`config.mk`:
```
export PLATFORM = sky130hd
export DESIGN_NAME = fetch_unit
export DESIGN_NICKNAME = d
export VERILOG_FILES = /design/src/rtl/fetch_unit.sv
export SDC_FILE = /design/constraint.sdc
export NUM_CORES = 1
export LEC_CHECK = 0
export CORE_MARGIN = 2
export CORE_UTILIZATION = 59
export DETAILED_ROUTE_END_ITERATION = 8
export HOLD_SLACK_MARGIN = 0.03
export PLACE_DENSITY = 0.85
export SYNTH_ARGS = -nofsm -noshare
export SYNTH_HDL_FRONTEND = slang
export SYNTH_SLANG_ARGS = --single-unit
```
`constraint.sdc`:
```
create_clock -name clk -period 7.54 [get_ports clk]
set_input_delay 1.885 -clock clk [delete_from_list [all_inputs] [get_ports clk]]
set_output_delay 1.885 -clock clk [all_outputs]
set_load 0.05 [all_outputs]
```
`src/rtl/fetch_unit.sv`:
```
// Instruction-fetch front end: owns the PC, issues sequential word fetches to a
// 1-cycle synchronous instruction memory and buffers returned words in a prefetch FIFO.
module fetch_unit #(
   parameter logic [31:0] RESET_PC   = 32'h0000_0000,
   parameter int          FIFO_DEPTH = 4
) (
   input  logic        clk,
   input  logic        rst,
   output logic [31:0] imem_addr,
   output logic        imem_req,
   input  logic [31:0] imem_rdata,
   input  logic        redirect_valid,
   input  logic [31:0] redirect_pc,
   input  logic        dec_ready,
   output logic        ins_valid,
   output logic [31:0] ins_out,
   output logic [31:0] ins_pc
);

   localparam int PW = $clog2(FIFO_DEPTH);
   localparam int CW = PW + 1;
   localparam logic [CW-1:0] CNT_ONE = 1;
   localparam logic [PW-1:0] PTR_ONE = 1;
   localparam logic [CW-1:0] DEPTH_C = CW'(FIFO_DEPTH);
   localparam logic [CW:0]   DEPTH_W = (CW+1)'(FIFO_DEPTH);

   logic [31:0]   pc;
   logic [31:0]   resp_pc;
   logic          inflight;
   logic [CW-1:0] count;
   logic [PW-1:0] rd_ptr;
   logic [PW-1:0] wr_ptr;
   logic [31:0]   buf_ins [FIFO_DEPTH];
   logic [31:0]   buf_pc  [FIFO_DEPTH];

   logic [CW:0]   occ;
   logic          push;
   logic          pop;

   // Counting the in-flight word against capacity guarantees a slot for every response.
   assign occ       = {1'b0, count} + {{CW{1'b0}}, inflight};
   assign imem_req  = rst & ~redirect_valid & (occ < DEPTH_W);
   assign imem_addr = pc;

   assign push      = rst & ~redirect_valid & inflight;
   assign ins_valid = rst & ~redirect_valid & (count != '0);
   assign pop       = ins_valid & dec_ready;
   assign ins_out   = buf_ins[rd_ptr];
   assign ins_pc    = buf_pc[rd_ptr];

   always_ff @(posedge clk) begin
      if (!rst) begin
         pc       <= RESET_PC;
         resp_pc  <= RESET_PC;
         inflight <= 1'b0;
         count    <= '0;
         rd_ptr   <= '0;
         wr_ptr   <= '0;
      end else if (redirect_valid) begin
         pc       <= redirect_pc & 32'hFFFF_FFFC;
         inflight <= 1'b0;
         count    <= '0;
         rd_ptr   <= '0;
         wr_ptr   <= '0;
      end else begin
         assert (!(push && count == DEPTH_C));
         inflight <= imem_req;
         if (imem_req) begin
            pc      <= pc + 32'd4;
            resp_pc <= pc;
         end
         if (push) wr_ptr <= wr_ptr + PTR_ONE;
         if (pop)  rd_ptr <= rd_ptr + PTR_ONE;
         case ({push, pop})
            2'b10:   count <= count + CNT_ONE;
            2'b01:   count <= count - CNT_ONE;
            default: count <= count;
         endcase
      end
   end

   always_ff @(posedge clk) begin
      if (push) begin
         buf_ins[wr_ptr] <= imem_rdata;
         buf_pc[wr_ptr]  <= resp_pc;
      end
   end

endmodule

```
# Yosys cells after proc, flatten, opt, wreduce, memory -nomap -nowiden

Memory sizes are Yosys's and may differ from the RTL's. A register that Yosys moved wholly into a read port is not among the register bits.
Cells that the tools add are included.

Bits in registers: 72
RAM bits: 256
Input port bits: 68
Output and inout port bits: 98
Logic and storage cells: 39
Memories kept: 2

Add/sub/neg operators: 6
$lt $le $gt $ge: 1
Equal/unequal tests: 2
Multiplexer cells: 9
Bitwise logic cells: 7
Reduce and logical (&&, ||, !) cells: 5

Memories:

| name    | words | bits a word | rd ports | clocked after memory_dff | write ports | RTL line | text |
|---|---|---|---|---|---|---|---|
| buf_ins | 4     | 32          | 1        | 1                        | 1           | 33       | `logic [31:0] buf_ins [FIFO_DEPTH];` |
| buf_pc  | 4     | 32          | 1        | 1                        | 1           | 34       | `logic [31:0] buf_pc [FIFO_DEPTH];` |

Operators by type and width:

| cell                                                                          | count |
|---|---|
| 32-bit 2-to-1 mux                                                             | 2 |
| 32-bit by 3-bit adder with 32-bit output (second input constant)              | 1 |
| 2-bit 2-to-1 mux                                                              | 4 |
| 3-bit one-hot mux with 2 select lines                                         | 1 |
| 1-bit AND                                                                     | 5 |
| 2-bit by 1-bit adder with 2-bit output (second input constant)                | 2 |
| 3-bit by 1-bit adder with 4-bit output                                        | 1 |
| 4-bit by 3-bit less-than comparator with 1-bit output (second input constant) | 1 |
| 2-bit nonzero test                                                            | 2 |
| 3-bit by 1-bit adder with 3-bit output (second input constant)                | 1 |
| 3-bit nonzero test                                                            | 1 |
| 3-bit by 1-bit subtractor with 3-bit output (second input constant)           | 1 |
| 2-bit by 1-bit == test with 1-bit output (second input constant)              | 1 |
| 2-bit == test (second input constant)                                         | 1 |
| 1-bit 2-to-1 mux                                                              | 2 |
| 1-bit NOT                                                                     | 2 |
| 2-bit AND reduction                                                           | 1 |
| 2-bit OR reduction                                                            | 1 |

# Longest topological paths before layout

Gate-level depths: netlist (run 1).

Depth after elaboration: 6
Mapped depth: 9
Mapped depth without buffers: 8

# Least setup slack after synthesis (run 1)

OpenSTA, ideal clock, no wires.

Path kind: input to output
Start: input rst
End: output imem_req
Arrival time: 3008 ps
Data required time: 5655 ps
Slack: 2647 ps
Cell stages on the path: 4
Path buffers: 1
Path through: nor2b_1 > nand2_1 > clkinv_1 > buf_1

Cells in the longest elaborated chain, start to end: 2

Ends and longest elaborated chain:

| what                   | RTL line | text |
|---|---|---|
| start, declared        | 8        | `input logic rst,` |
| 1-bit AND (2 in a row) | 42       | `assign imem_req = rst & ~redirect_valid & (occ < DEPTH_W);` |
| end, declared          | 10       | `output logic imem_req,` |

No other way between the ends.

# Final worst setup path (run 1)

Start: input redirect_valid
End: output ins_valid

Cells in the longest elaborated chain, start to end: 3

Ends and longest elaborated chain:

| what                   | RTL line | text |
|---|---|---|
| start, declared        | 12       | `input logic redirect_valid,` |
| 1-bit NOT              | 46       | `assign ins_valid = rst & ~redirect_valid & (count != '0);` |
| 1-bit AND (2 in a row) | 46       |  |
| end, declared          | 15       | `output logic ins_valid,` |

No other way between the ends.

==> results.yml, run 1 <==
final_layout:
  area_growth_pct: 23.84
  drive_gt1_share_pct: 13.26
  fin_nets: 971
  diodes: 0
grt:
  grt_max_degree: 63
  antenna_found_initial: 0
  grt_overflow: 0
  grt_pass1_vias: 7097
  grt_first_pass_wirelength_mm: 39.15
  track_usage_pct: 23.27
cts:
  clk_latency_ns: 0.50
  h-tree-depth: 2
  clockBufferDepth: 3
  cts_setup_buffers: 0
  cts.clk_slew.worst_paths_ns: 0.06
  cts.sinks: 318
  cts_buffers: 34
  cts_tree: "yes"
  hold_buffers: 0
  cts_resized: 0
  root_buffer: "clkbuf_16"
route:
  firstDrtPassIters: 5
  post-route-drc-count: 0
  initialDrtViolationCount: 502
  antenna_left: 0
  avgRoutedWirePerCell_um: 21.09
  wl_mm: 25.10
  vias_per_cell: 6.002
  via_count: 7142
yosys:
  synth_fa_ha_area_share_pct: 0.7783
  muxShareOfSynthArea_pct: 11.59
  syn_area_um2: 12220
  yosys_warnings: 0
  async_reset_ff_share_pct: 0
  yosysTopAreaCell: "edfxtp_1"
  synth_top_family_by_area: "multiplexers"
  netlist_instances: 741
  ys_ff_latch: 318
  synth-xor-area-share_pct: 1.075
  synth.most_common_cell: "edfxtp_1"
  ys_types: 46
  yosysTopAreaCellShare_pct: 60.95
  avgSynthCellArea_um2: 16.49
  synth-compound-area-share_pct: 5.131
  ys_seq_area_share_pct: 72.42
  synth_commonest_cells: "edfxtp_1 (248), nand2_1 (81), dfxtp_1 (70)"
  yosys-top-cells-area: "edfxtp_1 (61%), dfxtp_1 (11%), mux4_2 (11%)"
  synth_edf_count: 248
  synth-simple-area-share_pct: 6.943
  ys.flop_type: "edfxtp_1"
sta:
  fin_setup_tns_ns: 0
  setup_viol: 0
  fin_hold_ws_ns: 0.4909
  slew_headroom_pct: 25.43
  rsz0062_at_grt: "false"
  report.final.slew_viol_count: 0
  fmax_mhz: 168.3
  finalCritPeriodShare_pct: 78.80
  fin_crit_ns: 5.942
  hold_viol_final: 0
  tightest_slew_ns: 1.112
  skew_ns: 0.02361
  fin_ws_ns: 1.598
hold_path:
  hold_depth: 0
  min_from: "resp_pc[27]"
  hp-class: "reg2reg"
  min_to: "buf_pc[1][27]"
worst_setup_path:
  cp.required_ns: 5.66
  r2r_slack_ns: 5.12
  cp-end-kind: "primary output"
  r2r_start: "imem_addr[2]"
  r2r-end: "imem_addr[20]"
  worstSetupPathType: "in2out"
  cp.arrival_ns: 4.06
  worst_r2r_path_depth: 5
  cp-start-kind: "primary input"
  cp_max_fo: 16
floorplanning:
  die_x_um: 147.9
  ioPinCount: 166
  die_h_um: 147.9
  core_area_um2: 20300
  die_area_um2: 21880
  floorplan.initialDensity_pct: 60.19
  num_rows: 52
place:
  pre_cts_ws_ns: 1.607
  place.gp.congestion: 0.8558
  port-buffer-count: 159
  hpwl_mm: 14.41
status:
  status: "finished, final reports clean"
power_and_ir_drop:
  cellLeakagePower_nw: 4.989
  peakVddDrop_v: 0.0001832
  powerDensity_nw_per_um2: 248.7
run:
  drv_cap: 0
-- placed cells by master, fill, tap and decap left out, types with 3 or more instances in the layout --
| cell type | instances |
|---|---|
| and3_4 | 4 |
| o21ai_0 | 30 |
| mux4_2 | 62 |
| ha_1 | 6 |
| and4_1 | 4 |
| conb_1 | 4 |
| or3_1 | 8 |
| clkinv_1 | 5 |
| edfxtp_1 | 248 |
| nand2_1 | 81 |
| a211o_1 | 3 |
| clkbuf_16 | 38 |
| and2_1 | 3 |
| inv_1 | 9 |
| nor3_1 | 6 |
| o211a_1 | 4 |
| clkbuf_8 | 4 |
| nor4_1 | 8 |
| a21oi_1 | 38 |
| xnor2_1 | 7 |
| nor2_1 | 15 |
| clkbuf_1 | 10 |
| xor2_1 | 8 |
| or4_1 | 11 |
| nand4_1 | 12 |
| a31oi_1 | 13 |
| dfxtp_1 | 68 |
| o31ai_1 | 6 |
| clkinv_2 | 3 |
| buf_4 | 6 |
| nand3_1 | 10 |
| clkdlybuf4s50_1 | 158 |
| and3_1 | 3 |
-- per-layer routing --
| metal | up-vias | global-route usage (%) | wire (um) |
|---|---|---|---|
| met4 | 0 | 6.762 | 491 |
| met1 | 3569 | 32.30 | 10150 |
| met5 | - | 0 | 0 |
| met2 | 318 | 38.42 | 12360 |
| li1 | 3216 | - | - |
| met3 | 39 | 4.352 | 2102 |
-- report_power, final --
| group | internal, mW | switching, mW | leakage, nW |
|---|---|---|---|
| logic | 0.0800 | 0.125 | 1.44 |
| registers | 1.91 | 0.0327 | 3.00 |
| clock network | 0.990 | 0.629 | 0.546 |
| total | 2.98 | 0.787 | 4.99 |
-- cell families (layout without fill, tap and decap cells) --
family          Yosys count  after routing
xor+xnor                 15             15
simple gates            172            172
fa+ha+maj                 7              7
compound gates          105            105
buf+inv                  59            235
mux                      64             64
other cells               1              4
flops                   318            318
-- flip-flops by register name, summed over array words and instances, names as in the netlist, named ones only --
name       cells
wr_ptr         2
rd_ptr         2
buf_ins      128
resp_pc       30
buf_pc       120
imem_addr     30
count          3
inflight       1
-- worst max-delay path, cell delays in order --
cell and delay [ns]:
clkdlybuf4s50_1 0.67, nand2b_1 0.48, nor2_1 0.20, clkdlybuf4s50_1 0.82
-- worst max path at each step --
| stage | end | slack [ns] | cells after the start | start |
|---|---|---|---|---|
| floorplan | imem_req | 2.65 | 4 | rst |
| global placement | ins_valid | 1.59 | 4 | redirect_valid |
| detailed placement | ins_valid | 1.61 | 4 | redirect_valid |
| CTS | ins_valid | 1.61 | 4 | redirect_valid |
| global route | ins_valid | 1.47 | 4 | redirect_valid |
| finish | ins_valid | 1.60 | 4 | redirect_valid |
-- layout make-up --
| class | count | area [um2] |
|---|---|---|
| multi-input cells | 367 | 3153 |
| well taps | 270 | 337.8 |
| inverters | 11 | 41.29 |
| repair buffers | 164 | 1627 |
| clock inverters | 8 | 72.57 |
| flip-flops and latches | 318 | 8856 |
| fillers | 1249 | 5169 |
| clock buffers | 52 | 1044 |
-- stage by stage --
step	cells	area, um2	total power, mW	util (%)
6_report	1190	15130	3.763	74.54
5_1_grt	1190	15130	3.863	74.54
3_3_place_gp	1130	14010	2.174	69.04
3_5_place_dp	1130	14010	2.178	69.04
4_1_cts	1190	15130	3.786	74.54
2_1_floorplan	744	12230	2.082	-
Note: power is estimated with default switching activity, not from simulation.
==> run 2, diff against run 1 <==
--- a/config.mk
+++ b/config.mk
@@ -6,10 +6,10 @@
 export NUM_CORES = 1
 export LEC_CHECK = 0
 export CORE_MARGIN = 2
-export CORE_UTILIZATION = 59
+export CORE_UTILIZATION = 49
 export DETAILED_ROUTE_END_ITERATION = 8
 export HOLD_SLACK_MARGIN = 0.03
-export PLACE_DENSITY = 0.85
+export PLACE_DENSITY = 0.75
 export SYNTH_ARGS = -nofsm -noshare
 export SYNTH_HDL_FRONTEND = slang
 export SYNTH_SLANG_ARGS = --single-unit
==> constraint.sdc (replaced) <==
create_clock -name clk -period 5 [get_ports clk]
set_input_delay 1.25 -clock clk [delete_from_list [all_inputs] [get_ports clk]]
set_output_delay 1.25 -clock clk [all_outputs]
set_load 0.05 [all_outputs]
==> run 2 against run 1 <==
  * Critical path depth down 1
  * Cell count up 5.5%
  * Worst hold slack better by 0.0088 ns
  * Register-to-register slack worse by 2.6 ns
  * Clock power up 38%
  * Setup slack worse by 0.87 ns
  * Count of clock-buffer cells in the layout down 11
  * Non-clock buffer count up 15
  * Cell area up 0.82%
  * Global-route usage down 3.6 points
  * Die area up 20%
  * Critical endpoint is now ins_pc[9]
  * Highest routed layer unchanged
==> results.yml, run 2 (same netlist as run 1, synthesis figures left out) <==
route:
  vias_per_cell: 5.613
  avgRoutedWirePerCell_um: 20.33
  initialDrtViolationCount: 485
  firstDrtPassIters: 5
  antenna_left: 0
  wl_mm: 25.53
  via_count: 7050
  post-route-drc-count: 0
place:
  hpwl_mm: 16.05
  place.gp.congestion: 0.8266
  pre_cts_ws_ns: 0.8908
  dp_cells: 1199
  port-buffer-count: 159
cts:
  cts_buffers: 31
  clk_latency_ns: 0.55
  cts_resized: 0
  hold_buffers: 0
  cts_setup_buffers: 0
  cts_tree: "yes"
  clockBufferDepth: 3
  cts.clk_slew.worst_paths_ns: 0.06
  h-tree-depth: 1
  root_buffer: "clkbuf_16"
  cts.sinks: 318
final_layout:
  final_cells: 1256
  biggestRegsByFlops: "buf_ins (128), buf_pc (120)"
  top_register: "buf_ins"
  diodes: 0
  fin_util_pct: 62.54
  fillCellCount: 1819
  drive_gt1_share_pct: 14.48
  final_cell_mix: "edfxtp_1 (248), clkdlybuf4s50_1 (157), nand2_1 (81)"
  largest_reg_flops: 128
  area_growth_pct: 24.85
  fin_nets: 983
  layout_commonest_cell: "edfxtp_1"
sta:
  fin_ws_ns: 0.7287
  slew_headroom_pct: 44.53
  hold_viol_final: 0
  rsz0062_at_grt: "false"
  fin_setup_tns_ns: 0
  tightest_slew_ns: 0.8312
  skew_ns: 0.01391
  finalCritPeriodShare_pct: 85.43
  setup_viol: 0
  fmax_mhz: 234.1
  fin_crit_ns: 4.271
  report.final.slew_viol_count: 0
floorplanning:
  die_x_um: 161.9
  num_rows: 57
  die_h_um: 161.9
  die_area_um2: 26210
  ioPinCount: 166
  floorplan.initialDensity_pct: 50.09
  core_area_um2: 24390
worst_setup_path:
  worstSetupPathType: "reg2out"
  worst-path-buf-inv: 2
  cp_max_fo: 29
  cp-end-kind: "primary output"
  cp.arrival_ns: 3.02
  max_stage_delay_ns: 0.78
  worst_r2r_path_depth: 5
  r2r_slack_ns: 2.52
  cp_top_family: "buffers and inverters"
  worstPathCellList: "buf_4 > mux4_2 > clkdlybuf4s50_1"
  r2r_start: "imem_addr[2]"
  r2r-end: "imem_addr[24]"
  cp_slowest_cell: "dfxtp_4"
  cp.required_ns: 3.75
  cp-start-kind: "flop"
grt:
  antenna_found_initial: 0
  track_usage_pct: 19.62
  grt_first_pass_wirelength_mm: 39.81
  grt_pass1_vias: 7037
  grt_overflow: 0
  grt_max_degree: 38
power_and_ir_drop:
  peakVddDrop_v: 0.0002711
  powerDensity_nw_per_um2: 358.7
  cellLeakagePower_nw: 5.020
hold_path:
  hp-class: "reg2reg"
  min_from: "resp_pc[14]"
  hold_depth: 2
  min_to: "resp_pc[14]"
run:
  drv_cap: 0
status:
  status: "finished, final reports clean"
==> run 2: cell types whose count changed in the layout (fill, tap and decap cells not counted), sizes merged <==
cell / change
bufinv: +2
clkbuf: -11
clkinvlp: +2
clkdlybuf4s50: -1
buf: +16
clkinv: +4
==> run 2: per-layer routing <==
layer | GRT usage (%) | up-vias | share of wire (%)
li1 | - | 3246 | -
met1 | 28.42 | 3510 | 44
met2 | 31.37 | 261 | 47
met3 | 3.652 | 33 | 7.0
met4 | 4.586 | 0 | 1.9
met5 | 0 | - | 0
==> run 2: per-stage QoR <==
stage               hold slack (ns)  total power, mW  area, um2
finish                       0.4998            5.471      15250
floorplan                    0.4600            3.139      12230
global route                 0.5173            5.650      15250
global placement             0.4778            3.287      14270
CTS                          0.4986            5.525      15250
detailed placement           0.4906            3.292      14270
==> run 2: worst min-delay path, cell delays in order, from the launching register on <==
cell and delay [ns]:
dfxtp_1 0.34, nand2_1 0.06, a21oi_1 0.05
==> run 2: final cells by class <==
cell class	instances	area (um2)	area share [%]
clock inverters	16	153.9	1.009
repair buffers	179	1812	11.88
well taps	324	405.4	2.657
multi-input cells	367	3153	20.67
flip-flops and latches	318	8856	58.05
clock buffers	41	833.3	5.463
inverters	11	41.29	0.2707
==> run 2: worst max-delay path by stage <==
| stage | from | end | slack [ns] | cells after the start |
|---|---|---|---|---|
| 2_1_floorplan | rst | imem_req | 1.38 | 4 |
| 3_3_place_gp | redirect_valid | imem_req | 0.93 | 5 |
| 3_5_place_dp | redirect_valid | imem_req | 0.89 | 5 |
| 4_1_cts | flop | ins_pc[9] | 0.64 | 3 |
| 5_1_grt | flop | ins_pc[3] | 0.55 | 3 |
| 6_report | flop | ins_pc[9] | 0.73 | 3 |
==> run 2: report_power, final <==
| group | total [mW] | switching [mW] | internal [mW] |
|---|---|---|---|
| clock network | 2.23 | 0.915 | 1.32 |
| registers | 2.92 | 0.0505 | 2.87 |
| logic | 0.313 | 0.189 | 0.124 |
| total | 5.47 | 1.15 | 4.32 |
